--- src/rtl/static_bus_ctrl_pkg.sv ---
// Shared state type and sizing helpers for the static bus controller.
package static_bus_ctrl_pkg;

  typedef enum logic {
    IDLE = 1'b0,
    HOLD = 1'b1
  } state_t;

  function automatic int owner_width(input int num_req);
    return (num_req > 1) ? $clog2(num_req) : 1;
  endfunction

  function automatic int cnt_width(input int hold_cycles);
    return (hold_cycles > 0) ? $clog2(hold_cycles + 1) : 1;
  endfunction

endpackage

--- src/rtl/static_bus_ctrl_arb.sv ---
// Combinational round-robin pick: first asserted req at or after ptr, wrapping upward.
// Zero latency; no grant while en is low.
module rr_arbiter #(
  parameter int N  = 2,
  parameter int IW = 1
) (
  input  logic [N-1:0]  req,
  input  logic [IW-1:0] ptr,
  input  logic          en,
  output logic [N-1:0]  grant,
  output logic [IW-1:0] grant_idx,
  output logic          any
);

  logic [2*N-1:0] dbl;
  logic           hit;
  int             sel;

  always_comb begin
    // Rotate so bit j of the lower half is requester (ptr + j) mod N.
    dbl = {req, req} >> ptr;
    hit = 1'b0;
    sel = 0;
    for (int j = N - 1; j >= 0; j--) begin
      if (dbl[j]) begin
        hit = 1'b1;
        sel = j;
      end
    end
    sel = sel + int'(ptr);
    if (sel >= N) sel = sel - N;
    any       = hit & en;
    grant_idx = any ? IW'(sel) : '0;
    grant     = any ? (N'(1) << sel) : '0;
  end

endmodule

--- src/rtl/static_bus_ctrl.sv ---
// Round-robin loader for a quasi-static CDC bus word; ack pulses HOLD_CYCLES+1 edges after grant (2 on skip).
// Requesters hold req and data until ack; others wait in IDLE, and no grant is made in an ack cycle.
module static_bus_ctrl
  import static_bus_ctrl_pkg::*;
#(
  parameter int DATA_WIDTH  = 4,
  parameter int NUM_REQ     = 2,
  parameter int HOLD_CYCLES = 8,
  parameter int SKIP_SAME   = 1,
  localparam int OW = owner_width(NUM_REQ),
  localparam int CW = cnt_width(HOLD_CYCLES)
) (
  input  logic                          in_clk,
  input  logic                          rst_n,
  input  logic [NUM_REQ-1:0]            req,
  input  logic [NUM_REQ*DATA_WIDTH-1:0] req_data,
  output logic [NUM_REQ-1:0]            ack,
  output logic                          busy,
  output logic [OW-1:0]                 owner,
  output logic [DATA_WIDTH-1:0]         bus_data
);

  state_t             state;
  logic [CW-1:0]      cnt;
  logic [OW-1:0]      rr_ptr;
  logic               arb_en;
  logic [NUM_REQ-1:0] gnt;
  logic [OW-1:0]      gnt_idx;
  logic               gnt_any;
  logic [DATA_WIDTH-1:0] win_word;
  logic               same_word;

  // The ack guard keeps a just-served requester, whose req is still high, from winning again.
  assign arb_en = (state == IDLE) && (ack == '0);

  rr_arbiter #(
    .N  (NUM_REQ),
    .IW (OW)
  ) u_arb (
    .req       (req),
    .ptr       (rr_ptr),
    .en        (arb_en),
    .grant     (gnt),
    .grant_idx (gnt_idx),
    .any       (gnt_any)
  );

  always_comb begin
    win_word = '0;
    for (int i = 0; i < NUM_REQ; i++) begin
      win_word = win_word | (req_data[i*DATA_WIDTH +: DATA_WIDTH] & {DATA_WIDTH{gnt[i]}});
    end
  end

  assign same_word = (win_word == bus_data);

  always_ff @(posedge in_clk or negedge rst_n) begin
    if (!rst_n) begin
      state    <= IDLE;
      bus_data <= '0;
      ack      <= '0;
      busy     <= 1'b0;
      owner    <= '0;
      rr_ptr   <= '0;
      cnt      <= '0;
    end else begin
      ack <= '0;
      case (state)
        IDLE: begin
          if (gnt_any) begin
            bus_data <= win_word;
            owner    <= gnt_idx;
            busy     <= 1'b1;
            state    <= HOLD;
            // An unchanged word cannot glitch the far side, so one hold cycle suffices.
            cnt      <= ((SKIP_SAME != 0) && same_word) ? '0 : CW'(HOLD_CYCLES - 1);
          end
        end
        HOLD: begin
          if (cnt != '0) begin
            cnt <= cnt - CW'(1);
          end else begin
            ack    <= NUM_REQ'(1) << owner;
            rr_ptr <= (owner == OW'(NUM_REQ - 1)) ? '0 : owner + OW'(1);
            busy   <= 1'b0;
            state  <= IDLE;
          end
        end
        default: state <= IDLE;
      endcase
    end
  end

endmodule
--- config.mk ---
export PLATFORM = sky130hd
export DESIGN_NAME = static_bus_ctrl
export DESIGN_NICKNAME = d
export VERILOG_FILES = /design/src/rtl/static_bus_ctrl_pkg.sv /design/src/rtl/static_bus_ctrl_arb.sv /design/src/rtl/static_bus_ctrl.sv
export SDC_FILE = /design/constraint.sdc
export NUM_CORES = 1
export LEC_CHECK = 0
export CORE_MARGIN = 2
export CORE_UTILIZATION = 45
export CTS_BUF_LIST = sky130_fd_sc_hd__clkbuf_4 sky130_fd_sc_hd__clkbuf_8
export DETAILED_ROUTE_END_ITERATION = 10
export GPL_ROUTABILITY_DRIVEN = 0
export GPL_TIMING_DRIVEN = 0
export PLACE_DENSITY = 0.74
export RECOVER_POWER = 100
export SLEW_MARGIN = 15
export SYNTH_ARGS = -nofsm -noshare
export SYNTH_HDL_FRONTEND = slang
export SYNTH_SLANG_ARGS = --single-unit
--- constraint.sdc ---
create_clock -name in_clk -period 1.9 [get_ports in_clk]
set_clock_uncertainty 0.15 [all_clocks]
set_input_delay 0.285 -clock in_clk [delete_from_list [all_inputs] [get_ports in_clk]]
set_output_delay 0.285 -clock in_clk [all_outputs]
set_load 0.02 [all_outputs]
# Word level (Yosys, flattened, before mapping)
# Index checks and enable logic that the tools add are counted.
# Widths: inputs -> output; s select.
classes:
  add_sub_neg: 4
  magnitude_cmp: 1
  eq_ne: 4
  shifts: 3
  mux: 19
  bitwise: 6
  n_reduce_logical: 7
ops:
  columns: ["operator", "count"]
  rows:
  - ["$ge 32x3->1 const B", 1]
  - ["$mux 32", 1]
  - ["$shl 1x32->2 const A", 1]
  - ["$sub 32x3->32 const B", 1]
  - ["$mux 1", 9]
  - ["$and 4x4->4", 2]
  - ["$mux 4", 2]
  - ["$pmux 4 s2", 1]
  - ["$reduce_and 2->1", 4]
  - ["$mux 2", 3]
  - ["$eq 4x4->1", 1]
  - ["$ne 2x2->1 const B", 2]
  - ["$or 4x4->4", 1]
  - ["$pmux 1 s2", 2]
  - ["$reduce_bool 4->1", 1]
  - ["$shr 4x1->2", 1]
  - ["$sub 4x1->4 const B", 1]
  - ["$mux 3", 1]
  - ["$add 1x1->2", 1]
  - ["$logic_not 2->1", 1]
  - ["$ne 2x1->1 const B", 1]
  - ["$not 1->1", 2]
  - ["$shl 1x1->2 const A", 1]
  - ["$add 1x1->1 const B", 1]
  - ["other kinds (2)", 2]
totals:
  regBits: 14
  output_inout_bits: 8
  word_cells: 51

# Depth between registers and ports, before layout
# Gate-level depths: netlist of the first run.
logic_depth:
  word_depth: 14
  mapped_depth: 7
  ltp_nobuf: 7

# Modules after synthesis
# Synthesis of the first run repeated with hierarchy kept, for this count alone.
hier_totals:
  hier_cells: 71
  hier_area_um2: 714.4
by_module_without_submodules:
  columns: ["mod", "n_inst", "cells_per_inst", "area_per_inst_um2", "seq_area_each_um2"]
  rows:
  - ["static_bus_ctrl", 1, 64, 678.2, 350.3]
  - ["rr_arbiter", 1, 7, 36.3, 0.0]

# Worst setup path after synthesis of the first run
# No wires, ideal clock.
synth_timing:
  path_type: "reg2reg"
  startpoint: "register ack[1]"
  endpoint: "register bus_data[2]"
  setup_time_ns: 0.095
  arrival_time_ns: 1.415
  required_ns: 1.655
  slack_ns: 0.240
  stages_incl_launch_ff: 4
  path_buffers: 1
  synth_period_minus_slack_ns: 1.660
  cell_sequence: "dfrtp_1 > or4_4 > buf_2 > o31ai_1"
synth_between:
  elab_chain_len: 6
  word_cells_on_any_way: 8
  cone_classes: "mux: 1; bitwise: 4; reduce/logical: 3"
synth_rtl:
  columns: ["element", "line_no", "rtl"]
  rows:
  - ["start, declared", "static_bus_ctrl.sv:17", "output logic [NUM_REQ-1:0] ack,"]
  - ["start signal, assigned", "static_bus_ctrl.sv:83", "ack <= NUM_REQ'(1) << owner;"]
  - ["$logic_not 2->1 *", "static_bus_ctrl.sv:34", "assign arb_en = (state == IDLE) && (ack == '0);"]
  - ["$logic_and 1x1->1 *", "static_bus_ctrl.sv:34", null]
  - ["$and 1x1->1 *", "static_bus_ctrl_arb.sv:32", "any = hit & en;"]
  - ["$mux 2", "static_bus_ctrl_arb.sv:34", "grant = any ? (N'(1) << sel) : '0;"]
  - ["$and 4x4->4", "static_bus_ctrl.sv:51", "win_word = win_word | (req_data[i*DATA_WIDTH +: DATA_WIDTH] & {DATA_WIDTH{gnt[i]}});"]
  - ["$or 4x4->4", "static_bus_ctrl.sv:51", null]
  - ["end signal, assigned", "static_bus_ctrl.sv:71", "bus_data <= win_word;"]
  - ["end, declared", "static_bus_ctrl.sv:20", "output logic [DATA_WIDTH-1:0] bus_data"]
# Every way passes the cells marked *; elsewhere a longest branch is shown, timed or not.
# A chain may end at the register's enable or synchronous reset.

# Worst setup path after layout of the first run
layout_timing:
  startpoint: "register owner"
  endpoint: "output port owner"
layout_lines:
  columns: ["element", "line_no", "rtl"]
  rows:
  - ["start, declared", "static_bus_ctrl.sv:19", "output logic [OW-1:0] owner,"]
  - ["start signal, assigned", "static_bus_ctrl.sv:72", "owner <= gnt_idx;"]
# No word-level cell between the ends.

==> run metrics, run 1 <==
run status=finished clean; total global-route track usage=19.4%; drc violations=0; Worst Path Max Fanout=4; grt total ovfl=0; most frequent cell after synthesis=dfrtp_1; sw frac=41.6%; layer with the highest usage=met2; post-synth top area cell=dfrtp_1; P per Cell Area=1450 nW/um^2; Total Die Area=2140 sq um; cell area after synthesis=802 sq um; Mapped Cells=80; clock sinks=14; largest stage delay on the critical path=680 ps; num rows=15; Setup Slack @ Placement=-324 ps; CTS tree=built; worst skew pair latency=290 ps; CP bufs+invs=1; clock root buffer=clkbuf_4; fin crit period=1800 ps; mux share of post-synthesis cell area=6.24%; setup slack on the worst flop-to-flop path=110 ps; DR pass1 iterations=4; final net count=120; largest net degree at the start of global routing=15; syn avg cell area=10.0 sq um; Top delay family on crit path=buffers and inverters; P_int=947 uW; leakage=0.501 nW; H-Tree Depth=1; I/O pins=20; Port Buffer Count=19; Seq/Total Area, Yosys=43.7%; Slew Viols, Final=0; vias in the first global route=634; synth warn=0; DRT iter0 DRCs=8; Max Cap Violations=0; number of diodes=0; CP Class=reg -> out; worst r2r path cells=5; Worst setup SP type=flip-flop; Die X=46.2 um; area delta synth->final=39.0%; peak supply drop=0.000866 V; Yosys top cell area share=43.7%; Synth top cells by count=dfrtp_1, nand2_1, nor2_1; TritonCTS buffer count=3; CORE AREA=1710 sq um; grt met3 use=5.88%; xor/xnor share of the synthesized area=3.28%; top area cells in the synthesized netlist=dfrtp_1, mux2i_1, nand2_1, a2111oi_4, nor2_1; final setup vio count=0; post-DP HPWL=1.20 mm; overall routed net length=1.70 mm; register bit total from synthesis=14; final worst-path cycle share=94.9%; synth unique cells=32; Synth Net Count=93; Slew Limit Headroom=58.8%; layout cells sized above 1=20.8%; worst r2r src=rr_ptr; switching power=675 uW; CP Cell Sequence=dlygate4sd3_1; Flop pwr share=34.9%; Worst setup EP type=output pin; register area=352 sq um; wire per inst=13.0 um; Clock transition at path regs=90 ps; worst hold path class=in -> async; Slew @ Worst Pin=616 ps; post-route setup slack=97.4 ps; Top FF cell, synth=dfrtp_1; via count=689; RSZ-0062 raised after global routing=no; Multi-input gate area=462 sq um; Max Fclk=0.555 GHz; Simple-Gate Fraction of Synth Area=21.2%; Bufs on Longest Clock Path=2; asr flop ratio synth=100%; hold_buf cts=0; fill count=149; M1 GR Usage=23.5%; worst endpoint required time=1460 ps; number of synthesized flops with an enable pin=0; vias per cell=5.26; Initial Utilization=47.0%; Crit-path slowest cell=dlygate4sd3_1; Clock power frac=13.4%; Worst Path Arrival=1370 ps; antenna violations before repair=0; grt met2 use=30.8%; DRT antenna net count=0; Tot Pwr=1.62 mW; Fin. Hold Viols=0; largest family of logic cells by synthesized area=compound AO/OA/AOI/OAI gates; Die Span Y=46.2 um; Logic pwr share=51.6%; Compound-Gate Fraction of Synth Area=21.5%; FF-to-FF End=cnt[1]; Synth Area in Adders=1.56%; first-pass GRT wire length=2.81 mm
==> how the worst max path moves through the flow <==
stage / slack [ps] / cells after the start / startpoint / to
floorplan: 240 / 3 / ack[1] / bus_data[2]
global placement: -290 / 6 / req[1] / cnt[0]
detailed placement: -320 / 6 / req[1] / cnt[1]
CTS: 60 / 6 / req[1] / cnt[1]
global route: 0.3 / 5 / rr_ptr / cnt[0]
finish: 100 / 1 / owner / owner
==> cells by family after synthesis <==
| logic type | count (synthesis) |
|---|---|
| buffers and inverters | 5 |
| muxes | 5 |
| DFF | 14 |
| AOI/OAI and AO/OA | 21 |
| and+or+nand+nor | 31 |
| adders and majority gates | 1 |
| xor gates and xnor gates | 3 |
==> per-layer routing <==
layer	vias to the layer above	share of wire [%]
li1	339	-
met1	325	43
met2	18	50
met3	7	4.5
met4	0	2.6
met5	-	0
==> state kept, by name, indices dropped and copies added, names as in the netlist <==
signal	cells
cnt	4
owner	1
busy	1
state	1
ack	2
bus_data	4
rr_ptr	1
==> power groups by stage <==
stage,combinational (mW),clock (mW),sequential [mW]
2_1_floorplan,0.479,0,0.624
3_5_place_dp,0.807,0,0.567
5_1_grt,0.934,0.238,0.587
6_report,0.837,0.218,0.567
4_1_cts,0.816,0.226,0.564
3_3_place_gp,0.788,0,0.561
==> cell type report <==
type,instances,area share [%]
tap,25,2.81
inverter,4,1.35
clock buffer,4,3.25
timing repair buffer,22,19.2
multi-input combinational,61,41.4
buffer,1,0.449
sequential,14,31.5
==> placed cells by master (no fill, tap or decap), types with 2 or more instances in the layout <==
cell type,count
clkbuf_4,3
xor2_1,2
nor3_1,2
a22o_1,2
a31oi_1,3
buf_4,3
dfrtp_1,13
clkdlybuf4s50_1,10
o21ai_0,4
nand2b_1,2
nor2_1,5
o21a_1,2
nand2_1,10
a21oi_1,2
mux2i_1,5
dlygate4sd3_1,7
inv_1,4
==> per-stage QoR <==
| stage | instance area (sq um) | hold slack [ps] | std cells | TNS [ps] | utilization (%) |
|---|---|---|---|---|---|
| 2_1_floorplan | 802 | -161 | 80 | 0 | - |
| 3_3_place_gp | 1020 | 330 | 124 | -1470 | 59.9 |
| 3_5_place_dp | 1020 | 339 | 124 | -1730 | 59.9 |
| 4_1_cts | 1070 | 245 | 128 | 0 | 62.5 |
| 5_1_grt | 1110 | 352 | 131 | 0 | 65.3 |
| 6_report | 1110 | 290 | 131 | 0 | 65.3 |
==> repair_timing <==
action                     CTS  global route
buffers inserted             0             3
resized for setup            3             6
setup endpoints to repair    3             3
pin swaps                    0             3
gates cloned                 0             0
No activity file was read; power rests on OpenSTA's default activity.
==> run 2, diff against run 1 <==
SKIP_CTS_REPAIR_TIMING = 1   (was unset)
clock period = 1.8 ns   (was 1.9 ns; I/O delays follow)
==> run 2 against run 1 <==
  * Register-to-register slack got worse by 110 ps
  * Power increased by 9.0%
  * Core utilization increased by 2.3 points
  * Sequential share of layout area decreased by 0.95 points
  * Combinational power increased by 12%
  * First-iteration DRC count decreased by 25%
==> run metrics, run 2 (synthesis gave the netlist of run 1 again) <==
run status=finished clean; Largest regs=bus_data x4, cnt x4, ack x2; Slew Limit Headroom=57.7%; Worst Path Arrival=1800 ps; final worst-path cycle share=99.9%; TritonCTS buffer count=3; Bufs on Longest Clock Path=2; setup TNS=0 ps; largest net degree at the start of global routing=15; DRT iter0 DRCs=6; num rows=15; DRT antenna net count=0; DR pass1 iterations=3; Clock transition at path regs=90 ps; clock root buffer=clkbuf_4; layout cells sized above 1=25.5%; Worst setup EP type=flip-flop; vias per cell=5.17; largest stage delay on the critical path=460 ps; Die X=46.2 um; Flop pwr share=33.7%; fill count=148; P per Cell Area=1530 nW/um^2; worst hold path class=in -> reg; final net count=124; CP bufs+invs=0; fin crit period=1800 ps; P_int=1.05 mW; Clock power frac=13.2%; Slew @ Worst Pin=632 ps; I/O pins=20; most frequent cells in the layout=clkdlybuf4s50_1, dfrtp_1, nand2_1, buf_4; Fin. Hold Viols=0; worst skew pair latency=290 ps; final setup vio count=0; vias in the first global route=637; setup slack on the worst flop-to-flop path=2 ps; switching power=722 uW; Logic pwr share=53.1%; Top delay family on crit path=compound AO/OA/AOI/OAI gates; H-Tree Depth=1; CP Class=reg -> reg; CORE AREA=1710 sq um; clock sinks=14; total global-route track usage=19.6%; via count=698; worst endpoint required time=1800 ps; CP Cell Sequence=nor2b_4, a22o_1, o21a_1, a2111oi_4, a31oi_1; Total Die Area=2140 sq um; peak supply drop=0.000891 V; Max Cap Violations=0; overall routed net length=1.73 mm; grt total ovfl=0; CTS tree=built; Worst Path Max Fanout=7; Max Fclk=0.556 GHz; Worst setup SP type=flip-flop; number of diodes=0; Initial Utilization=47.0%; Crit-path slowest cell=dfrtp_2; post-DP HPWL=1.20 mm; first-pass GRT wire length=2.82 mm; Placed Instances=124; antenna violations before repair=0; post-route insts no fill=135; RSZ-0062 raised after global routing=yes; drc violations=0; area delta synth->final=43.8%; Slew Viols, Final=0; wire per inst=12.8 um; Port Buffer Count=19; sw frac=40.8%; Die Span Y=46.2 um; Core Util, Final=67.5%; commonest non-fill, non-tap cell in the layout=clkdlybuf4s50_1; leakage=0.531 nW
run 2: power by group through the flow:
stage / registers (mW) / clock network, mW / logic, mW
2_1_floorplan: 0.658 / 0 / 0.505
3_3_place_gp: 0.592 / 0 / 0.832
3_5_place_dp: 0.599 / 0 / 0.852
4_1_cts: 0.594 / 0.239 / 0.858
5_1_grt: 0.620 / 0.252 / 1.05
6_report: 0.595 / 0.233 / 0.939
run 2: tightest hold or removal path, delay by kind of cell:
family,cells,cell delay (ps)
compound gates,1,120
simple gates,1,60
buf+inv,1,150
run 2: area by class of cell:
| type | instances | area, sq um | area share [%] |
|---|---|---|---|
| repair buffers | 26 | 244 | 21.1 |
| inverters | 4 | 15.0 | 1.30 |
| well taps | 25 | 31.3 | 2.71 |
| clock buffers | 4 | 36.3 | 3.15 |
| plain buffers | 1 | 5.00 | 0.434 |
| flip-flops and latches | 14 | 353 | 30.6 |
| multi-input cells | 61 | 469 | 40.7 |
run 2: path summary, 6_finish.rpt:
check | from | to | cells past startpoint
worst max-delay path | rr_ptr | cnt[1] | 5
max in group asynchronous | rst_n | state | 1
worst min register to register | owner | ack[0] | 1
min in group asynchronous | rst_n | ack[1] | 1
worst max register to register | rr_ptr | cnt[1] | 5
worst min-delay path | req_data[5] | bus_data[1] | 3
run 2: per-layer routing:
metal | GRT usage [%] | part of all wire [%] | vias to the layer above
li1 | - | - | 348
met1 | 24.0 | 42 | 325
met2 | 30.8 | 50 | 18
met3 | 5.88 | 4.8 | 7
met4 | 10.3 | 3.3 | 0
met5 | 0 | 0 | -
run 2: metrics by stage:
step | total power, mW | setup WS [ps] | hold slack [ps] | instance area [sq um]
after floorplan | 1.16 | 140 | -176 | 802
after global placement | 1.42 | -372 | 330 | 1020
after detailed placement | 1.45 | -409 | 339 | 1020
after CTS | 1.69 | -95.7 | 230 | 1060
after global routing | 1.92 | -86.1 | 193 | 1150
final | 1.77 | 2.05 | 189 | 1150
